## src/rtl/sram_array.sv

```systemverilog
// sram_array: single-port synchronous SRAM built from an async-clear register array.
// One access per clock: write when i_write=1, otherwise read. Read-first on writes,
// one-cycle registered read data, out-of-range addresses read 0 and drop writes.
module sram_array #(
    parameter int ADDR_WIDTH = 4,
    parameter int DATA_WIDTH = 34,
    parameter int DEPTH      = 32
) (
    input  logic                  i_clk,
    input  logic                  i_rst_n,
    input  logic [ADDR_WIDTH-1:0] i_addr,
    input  logic                  i_write,
    input  logic [DATA_WIDTH-1:0] i_data,
    output logic [DATA_WIDTH-1:0] o_data
);

    // Implemented depth is capped by what the address bus can reach.
    localparam int ADDR_SPAN = 2 ** ADDR_WIDTH;
    localparam int IMPL_DEPTH = (DEPTH < ADDR_SPAN) ? DEPTH : ADDR_SPAN;

    logic [DATA_WIDTH-1:0] mem_q [IMPL_DEPTH];
    logic [DATA_WIDTH-1:0] mem_d [IMPL_DEPTH];
    logic [DATA_WIDTH-1:0] data_q;
    logic [DATA_WIDTH-1:0] data_d;

    // Address decode over implemented words only; unmatched addresses read 0 and
    // write nothing. An X on i_write falls to the read branch, so no write occurs.
    always_comb begin
        data_d = '0;
        for (int k = 0; k < IMPL_DEPTH; k++) begin
            mem_d[k] = mem_q[k];
            if (i_addr == ADDR_WIDTH'(k)) begin
                data_d = mem_q[k];
                if (i_write) begin
                    mem_d[k] = i_data;
                end
            end
        end
    end

    // Array and output register; reset clears every word and the read data at once.
    always_ff @(posedge i_clk or negedge i_rst_n) begin
        if (!i_rst_n) begin
            for (int k = 0; k < IMPL_DEPTH; k++) begin
                mem_q[k] <= '0;
            end
            data_q <= '0;
        end else begin
            for (int k = 0; k < IMPL_DEPTH; k++) begin
                mem_q[k] <= mem_d[k];
            end
            data_q <= data_d;
        end
    end

    assign o_data = data_q;

endmodule

```

## config.mk

```make
export PLATFORM = sky130hd
export DESIGN_NAME = sram_array
export DESIGN_NICKNAME = d
export VERILOG_FILES = /design/src/rtl/sram_array.sv
export SDC_FILE = /design/constraint.sdc
export NUM_CORES = 1
export LEC_CHECK = 0
export BUFFER_PORTS_ARGS = -buffer_cell sky130_fd_sc_hd__buf_4
export CAP_MARGIN = 10
export CORE_UTILIZATION = 40
export CTS_BUF_LIST = sky130_fd_sc_hd__clkbuf_4 sky130_fd_sc_hd__clkbuf_8 sky130_fd_sc_hd__clkbuf_16
export DETAILED_ROUTE_END_ITERATION = 12
export GPL_TIMING_DRIVEN = 1
export SYNTH_ARGS = -nofsm -noshare
export SYNTH_HDL_FRONTEND = slang
export SYNTH_SLANG_ARGS = --single-unit
```

## constraint.sdc

```tcl
create_clock -name i_clk -period 2.3 [get_ports i_clk]
set_input_delay 0.115 -clock i_clk [delete_from_list [all_inputs] [get_ports i_clk]]
set_output_delay 0.115 -clock i_clk [all_outputs]
set_load 0.005 [all_outputs]
```

Yosys cells after proc, flatten, opt, wreduce, memory -nomap -nowiden:

Cells that the tools add are included.

* output and inout bits: 34
* flip-flop bits (word level): 578

* reduce and logical (&&, ||, !) cells: 17
* multiplexer cells: 16
* equality and inequality tests: 15

Operators with widths (count)
* two-way mux 34 bit: 16
* == test 4 bit (second input constant): 8
* AND reduction 2 bit: 16
* == test 4 x 3 -> 1 bit (second input constant): 4
* == test 4 x 2 -> 1 bit (second input constant): 2
* == test 4 x 1 -> 1 bit (second input constant): 1
* zero test 4 bit: 1

Longest topological paths before layout:

Gate-level depths: netlist of the first run.

* word-level depth: 17
* depth in mapped cells: 10
* gate-level depth less buffers: 5

Least setup slack after synthesis of the first run:

No wires, ideal clock.

* path kind: input-to-reg
* start: input i_addr[3]
* end: register mem_q[241] (netlist bit)
* cell stages on the path: 7
* setup slack: 0.633 ns
* library setup time: 0.125 ns
* arrival time: 1.542 ns
* path through: buf_2 nor2b_1 buf_2 nand2_2 nor3_2 buf_6 mux2_2

* longest elaborated chain between the ends: 2

Ends and longest elaborated chain
* start: declaration: line 11 `input logic [ADDR_WIDTH-1:0] i_addr,`
* == test 4 bit: line 32 `if (i_addr == ADDR_WIDTH'(k)) begin`
* AND reduction 2 bit (no source line)
* end signal: indexed assignment: line 50 `mem_q[k] <= mem_d[k];`
* end: declaration: line 21 `logic [DATA_WIDTH-1:0] mem_q [IMPL_DEPTH];`

Every way passes these cells.
A chain may end at the register's enable or synchronous reset.

Worst setup path after layout of the first run:

* start: register mem_q[388] (netlist bit)
* end: register data_q[14] (netlist: o_data[14])

* longest elaborated chain between the ends: 12

Ends and longest elaborated chain
* two-way mux 34 bit (12 in series): line 32
* named net data_d[14]: line 24 `logic [DATA_WIDTH-1:0] data_d;`
* end signal: assignment: line 52 `data_q <= data_d;`
* end: declaration: line 23 `logic [DATA_WIDTH-1:0] data_q;`

The timed path passes the listed nets, and every way through them passes these cells.

==> results of run 1 <==
stage by stage:
step | worst slack (ns) | hold WS (ns)
floorplan | 0.633 | -0.181
global placement | -0.119 | -0.0101
detailed placement | -0.106 | -0.00690
CTS | 0.469 | 0.0409
global route | 0.394 | 0.0971
finish | 0.407 | 0.0830
sequential cells by signal (all words and copies together), names as in the netlist:
name	flops
o_data	34
mem_q	544
tightest hold or removal path, cell delays in order:
cell and delay (ns):
buf_4 0.22, nor2b_1 0.18, o221ai_1 0.14
where the power goes:
part / leakage [nW] / internal, mW / switching (mW) / total, mW
clock network: 1.03 / 5.84 / 4.20 / 10.0
logic: 5.50 / 2.77 / 2.10 / 4.87
registers: 7.10 / 12.5 / 1.26 / 13.8
worst paths after layout:
check	from	to	slack, ns	cells past startpoint
worst max-delay path	mem_q[388]	o_data[14]	0.41	5
worst min-delay path	i_addr[3]	o_data[2]	0.08	3
worst max register to register	mem_q[388]	o_data[14]	0.41	5
worst min register to register	mem_q[40]	mem_q[40]	0.50	1
max in group asynchronous	i_rst_n	mem_q[258]	0.70	3
min in group asynchronous	i_rst_n	mem_q[388]	0.09	3
cell type report:
cell class,instances,area (um^2)
Fill cell,5949,34900
Sequential cell,578,14500
Multi-Input combinational cell,1340,11500
Timing Repair Buffer,233,2280
Clock buffer,85,1780
Tap cell,864,1080
Clock inverter,25,256
Inverter,4,15.0
per-layer routing:
layer | share of wire | routed length, um | vias to the layer above
li1 | - | - | 7981
met5 | 0 | 0 | -
met4 | 0.029 | 2280 | 0
met3 | 0.052 | 4130 | 144
met2 | 0.47 | 37000 | 543
met1 | 0.45 | 35900 | 9635
synth_stat cells, types with 6 or more instances:
library cell    n
dfrtp_1       578
mux2_2        554
a21oi_1       112
buf_2          99
nor2_1         88
o21ai_0        79
clkbuf_1       67
mux2i_1        59
nand2_1        58
o22ai_1        43
a22oi_1        38
a211oi_1       22
nor2b_1        20
nor3_1         17
nand2b_1       16
a31oi_1        15
buf_4          15
nand3_1        14
mux4_2         13
a211o_1        12
buf_6          12
o221ai_1       11
o2bb2ai_1      11
and3_1         10
a221oi_1        9
mux2_1          9
o22a_1          9
a221o_1         8
and2_1          8
o211ai_1        8
nand4b_1        7
nor2_2          7
o21ai_1         7
or2_2           7
or4bb_1         7
a2111oi_1       6
a32oi_1         6
logic make-up after synthesis:
group	after synthesis	synth area share
simple gates	279	0.0532
buf+inv	201	0.0381
compound gates	426	0.103
mux	635	0.268
flops	578	0.537
what timing repair did:
item | in CTS | in global routing
endpoints found under the hold margin | 972 | 0
hold buffers | 37 | 0
resized for setup | 0 | 0
==> metrics, run 1 <==
run status finished, final reports clean; post-placement cell area 29000 um^2; RSZ-0062 raised after global routing no; Num CTS Buffers 61; Global Route met1 Usage 0.333; CTS sink count between 500 and 600; CP max stage delay 0.69 ns; Pleak 13.6 nW; fin crit share 0.823; leading area contributor after synthesis dfrtp_1; CP Capture Type flip-flop; I/O Pins 75; most common cell after layout, fill and taps aside dfrtp_1; RD Place Congestion between 0.8 and 0.9; Ys Warns 0; largest net degree at the start of global routing 93; grt peak-use layer met2; post-route insts no fill 3129; startpoint types flip-flop; global-route wire length before repair between 100000 and 150000 um; Slew Viols, Final 0; Min-Delay Path Class in -> reg; share of synthesized flip-flops with an asynchronous set or reset 1.00; Slew Limit Headroom 0.265; number of global-route vias before repair 19141; post-synth cell types 64; Tot Pwr 28.7 mW; VDD IR max 0.000566 V; CTS tree done; CP Cell Sequence mux2i_1 > o22ai_1 > a2111oi_1 > a211oi_1 > a211o_1; Gate Count Post-Synth about 2100; gr ovfl total 0; Worst-Margin Slew 1.10 ns; DPL Wire Length 50100 um; Clock Latency Late Sink 0.65 ns; top cells by area, synth dfrtp_1 54%, mux2_2 23%, mux2i_1 2.2%; PD cells around 900 nW/um^2; antenna-violating nets left 0; syn avg cell area 12.7 um^2; worst path bufs/invs 0; layout cells sized above 1 0.404; Die ar. 68300 um^2; crit path max fanout 2; routing usage on met2 0.379; initial antenna violation count 1; Post-CTS Setup Repair Bufs 0; PortBufs 74; Tot GR Track Use 0.237; Die Width 261 um; Max Cap Violations 0; M3 GR Usage 0.0322; fin nets roughly 2300; Seq/Total Area, Yosys 0.537; Core Box Area around 66000 um^2; average wire per standard cell about 25 um; DRT iter0 DRCs around 1200; Crit path arrival time about 2.4 ns; top_reg_cell synth dfrtp_1; Die Y-Extent 261 um; Post-Layout Inst Area ~31000 um^2; Setup Skew 0.0215 ns; vias post-DR roughly 18000; minimum clock period 1.89 ns; Post-synth EDFFs 0; P&R area growth vs syn 16.5%; Root Driver clkbuf_16; Pre-Repair DR Iteration Count 5; CTS max path bufs 3; initial core utilization 0.407; Post-Route WL 79400 um; row count 94; endpoints failing hold 0; DR DRC count 0; FF+latch count, synth 578; CP max-delay cell a2111oi_1; Placed Cells 2982; Fin Setup TNS 0 ns; CTS H-tree depth 2; Final Setup Violations 0; CP delay by family, top compound AO/OA/AOI/OAI gates; Synth top area share 0.537; Worst-path clk slew 0.06 ns; synthesized net count 2160; n_diodes 0; Fmax achieved 528 MHz; DR vias/cell 5.85; WS Path Type reg -> reg; worst path required time 2.81 ns; Mapped Area about 27000 um^2; Layout Utilization 0.474; commonest non-fill, non-tap cells in the layout 578 x dfrtp_1, 554 x mux2_2, 159 x buf_4
Power figures use the tool's default switching activity.
==> run 2: changes to the inputs <==
--- a/config.mk
+++ b/config.mk
@@ -5,6 +5,7 @@
 export SDC_FILE = /design/constraint.sdc
 export NUM_CORES = 1
 export LEC_CHECK = 0
+export ABC_AREA = 1
 export BUFFER_PORTS_ARGS = -buffer_cell sky130_fd_sc_hd__buf_4
 export CAP_MARGIN = 10
 export CORE_UTILIZATION = 40
==> constraint.sdc (replaced) <==
create_clock -name i_clk -period 1.65 [get_ports i_clk]
set_input_delay 0.0825 -clock i_clk [delete_from_list [all_inputs] [get_ports i_clk]]
set_output_delay 0.0825 -clock i_clk [all_outputs]
set_load 0.005 [all_outputs]
==> run 2 against run 1 <==
  * Cell count is 23% higher
  * Critical path depth is 3 higher
  * Cell area down 5.7%
  * Power increased by 32%
  * Worst setup slack got worse by 0.30 ns
  * Non-clock buffer count is 21 higher
  * Maximum frequency increased by 23%
  * Clock power is 46% higher
  * Register-to-register slack got worse by 0.30 ns
  * First-iteration DRC count increased by 26%
  * Via count grew 8.5%
  * Critical endpoint is now o_data[11]
==> metrics, run 2 <==
Compound-Gate Fraction of Synth Area 0.121 (+0.0177); CP Capture Type flip-flop; switching part of the total 0.260 (-0.00362); worst path required time 2.13 ns (-0.68 ns); Tot GR Track Use 0.216 (-0.0211); startpoint types flip-flop; commonest non-fill, non-tap cells in the layout 931 x nand2_1, 578 x dfrtp_1, 548 x o21ai_0; Pre-Repair DR Iteration Count 6 (+1); Most flops, register mem_q; DPL Wire Length 44800 um (-11%); largest net degree at the start of global routing 76 (-18%); adder and majority gate portion of the synthesized area 0 (unchanged); vias post-DR 19853 (+8.5%); CTS sink count 578 (unchanged); global-route wire length before repair 108000 um (-12%); Logic pwr share 0.125 (-0.045); DR vias/cell 5.14 (-12%); count leader, synth nand2_1; Seq/Total Area, Yosys 0.587 (+0.0495); Core Box Area 60600 um^2 (-8.5%); average wire per standard cell 17.1 um (-33%); share of synthesized flip-flops with an asynchronous set or reset 1.00 (unchanged); RD Place Congestion 0.795 (-11%); Die Y-Extent 250 um (-4.3%); CTS max path bufs 3 (unchanged); Seq pwr share 0.490 (+0.010); syn avg cell area 8.42 um^2 (-34%); CP startpoint mem_q[453]; Setup Skew 0.0279 ns (+0.00641 ns); top cells by area, synth dfrtp_1 59%, nand2_1 14%, o21ai_0 11%; row count 90 (-4.3%); CP max stage delay 0.38 ns (-0.31 ns); fin crit share 0.934 (+0.110); Post-Layout Inst Area 29600 um^2 (-5.7%); internal power 28.1 mW (+33%); Synth top area share 0.587 (+0.0495); Synth Area in XOR/XNOR 0 (unchanged); Max Cap Violations 0 (unchanged); most common cell after layout, fill and taps aside nand2_1; layout cells sized above 1 0.139 (-0.265); RSZ-0062 raised after global routing yes; critical path depth 8 (+3); leading area contributor after synthesis dfrtp_1; endpoints failing hold 0 (unchanged); DR DRC count 0 (unchanged); top_reg_cell synth dfrtp_1; post-synth cell types 20 (-69%); CP max-delay cell dfrtp_1; Clock power frac 0.385 (+0.035); FF+latch count, synth 578 (unchanged); Slew Limit Headroom 0.567 (+0.302); Die ar. 62600 um^2 (-8.4%); NetSw 9.87 mW (+30%); Root Driver clkbuf_16; n_diodes 0 (unchanged); VDD IR max 0.000907 V (+60%); crit path max fanout 2 (unchanged); post-route setup slack 0.109 ns (-0.297 ns); Num CTS Buffers 59 (-3.3%); simple-gate area share of the yosys netlist 0.235 (+0.182); synthesized net count 2969 (+37%); Worst-Margin Slew 0.647 ns (-0.452 ns); CP delay by family, top simple AND/OR/NAND/NOR gates; most frequent cells after synthesis 946 x nand2_1, 578 x dfrtp_1, 548 x o21ai_0; Slew Viols, Final 0 (unchanged); PD cells 1280 nW/um^2 (+40%); reg2reg setup slack 0.11 ns (-0.30 ns); P&R area growth vs syn 20.0%; end point of the critical path o_data[11]; I/O Pins 75 (unchanged); Clock Latency Late Sink 0.63 ns (-0.02 ns); Gate Count Post-Synth 2928 (+38%); WS Path Type reg -> reg; Mapped Area 24600 um^2 (-8.4%); FF-to-FF Start mem_q[453]; Pleak 14.2 nW (+3.9%); CP Cell Sequence nand3_1 > nand3_1 > nor2_1 > nand4_1 > nand2_1 > nand4_1 > nor3_1 > nand4_1; initial core utilization 0.407 (about the same); number of global-route vias before repair 19531 (+2.0%); PortBufs 74 (unchanged); Die Width 250 um (-4.3%); Fmax achieved 649 MHz (+23%); run status finished, final reports clean; R2R cell count 8 (+3); antenna-violating nets left 0 (unchanged); minimum clock period 1.54 ns (-0.353 ns); initial antenna violation count 1 (unchanged); Post-synth EDFFs 0 (unchanged); worst path bufs/invs 0 (unchanged); DRT iter0 DRCs 1500 (+26%); Post-Route WL 66100 um (-17%); max FFs per register 544 (unchanged); post-placement cell area 27200 um^2 (-6.1%); CP dominant cell by count nand4_1; pre-CTS setup slack -0.339 ns (-0.233 ns); Post-CTS Setup Repair Bufs 0 (unchanged); Crit path arrival time 2.02 ns (-0.39 ns); multiplexer area fraction after synthesis 0 (-0.268); fin nets 3076 (+36%); gr ovfl total 0 (unchanged); CTS H-tree depth 2 (unchanged); Min-Delay Path Class in -> async; Fin Setup TNS 0 ns (unchanged); FF-to-FF End o_data[11]; CTS tree done; Final Setup Violations 0 (unchanged); Worst-path clk slew 0.06 ns (about the same); largest family of logic cells by synthesized area simple AND/OR/NAND/NOR gates; Ys Warns 0 (unchanged)
run 2: per-stage QoR:
stage	hold slack (ns)	cells	util	total power [mW]
after floorplan	-0.213	2928	-	21.3
after global placement	0.0489	3739	0.449	23.3
after detailed placement	0.0500	3739	0.449	23.6
after CTS	0.00168	3863	0.487	38.3
after global routing	0.0147	3863	0.488	40.0
final	0.00904	3863	0.488	37.9
run 2: repair_timing:
action                     in CTS  in global routing
hold endpoints to repair      659                  0
hold buffers                   17                  0
setup endpoints to repair       0                  7
gates resized for setup         0                 12
run 2: worst min-delay path by stage:
stage / start / to / slack, ns
after floorplan: i_rst_n / mem_q[0] / -0.21
final: i_rst_n / mem_q[534] / 0.009
after global routing: i_rst_n / mem_q[534] / 0.01
after detailed placement: i_rst_n / mem_q[534] / 0.05
after global placement: i_rst_n / mem_q[534] / 0.05
after CTS: i_data[19] / mem_q[53] / 0.002
run 2: power groups by stage:
stage	Sequential, mW	Clock (mW)	Combinational (mW)
floorplan	18.4	0	2.94
global placement	18.7	0	4.58
detailed placement	18.8	0	4.79
CTS	18.6	14.9	4.84
global route	18.9	15.5	5.60
finish	18.6	14.6	4.76
run 2: worst reg2reg max path, cell delays in order (launching register included):
cell	delay, ns
dfrtp_1	0.38
nand3_1	0.08
nand3_1	0.08
nor2_1	0.14
nand4_1	0.13
nand2_1	0.11
nand4_1	0.10
nor3_1	0.25
nand4_1	0.14
run 2: cell type report:
| class | instances | area [um^2] |
|---|---|---|
| Tap cell | 782 | 978 |
| Fill cell | 5715 | 31000 |
| Clock inverter | 14 | 288 |
| Clock buffer | 93 | 1870 |
| Timing Repair Buffer | 254 | 2510 |
| Inverter | 153 | 574 |
| Sequential cell | 578 | 14500 |
| Multi-Input combinational cell | 1989 | 8890 |
run 2: logic make-up (layout without fill, tap and decap cells):
group,count (synthesis),after routing
compound gates,595,595
buf+inv,361,514
flops,578,578
simple gates,1394,1394
run 2: per-layer routing:
layer | share of wire | vias up | GRT usage
met5 | 0 | - | 0
met4 | 0.024 | 0 | 0.0656
met3 | 0.048 | 102 | 0.0278
met2 | 0.48 | 496 | 0.359
met1 | 0.44 | 9604 | 0.295
li1 | - | 9651 | -
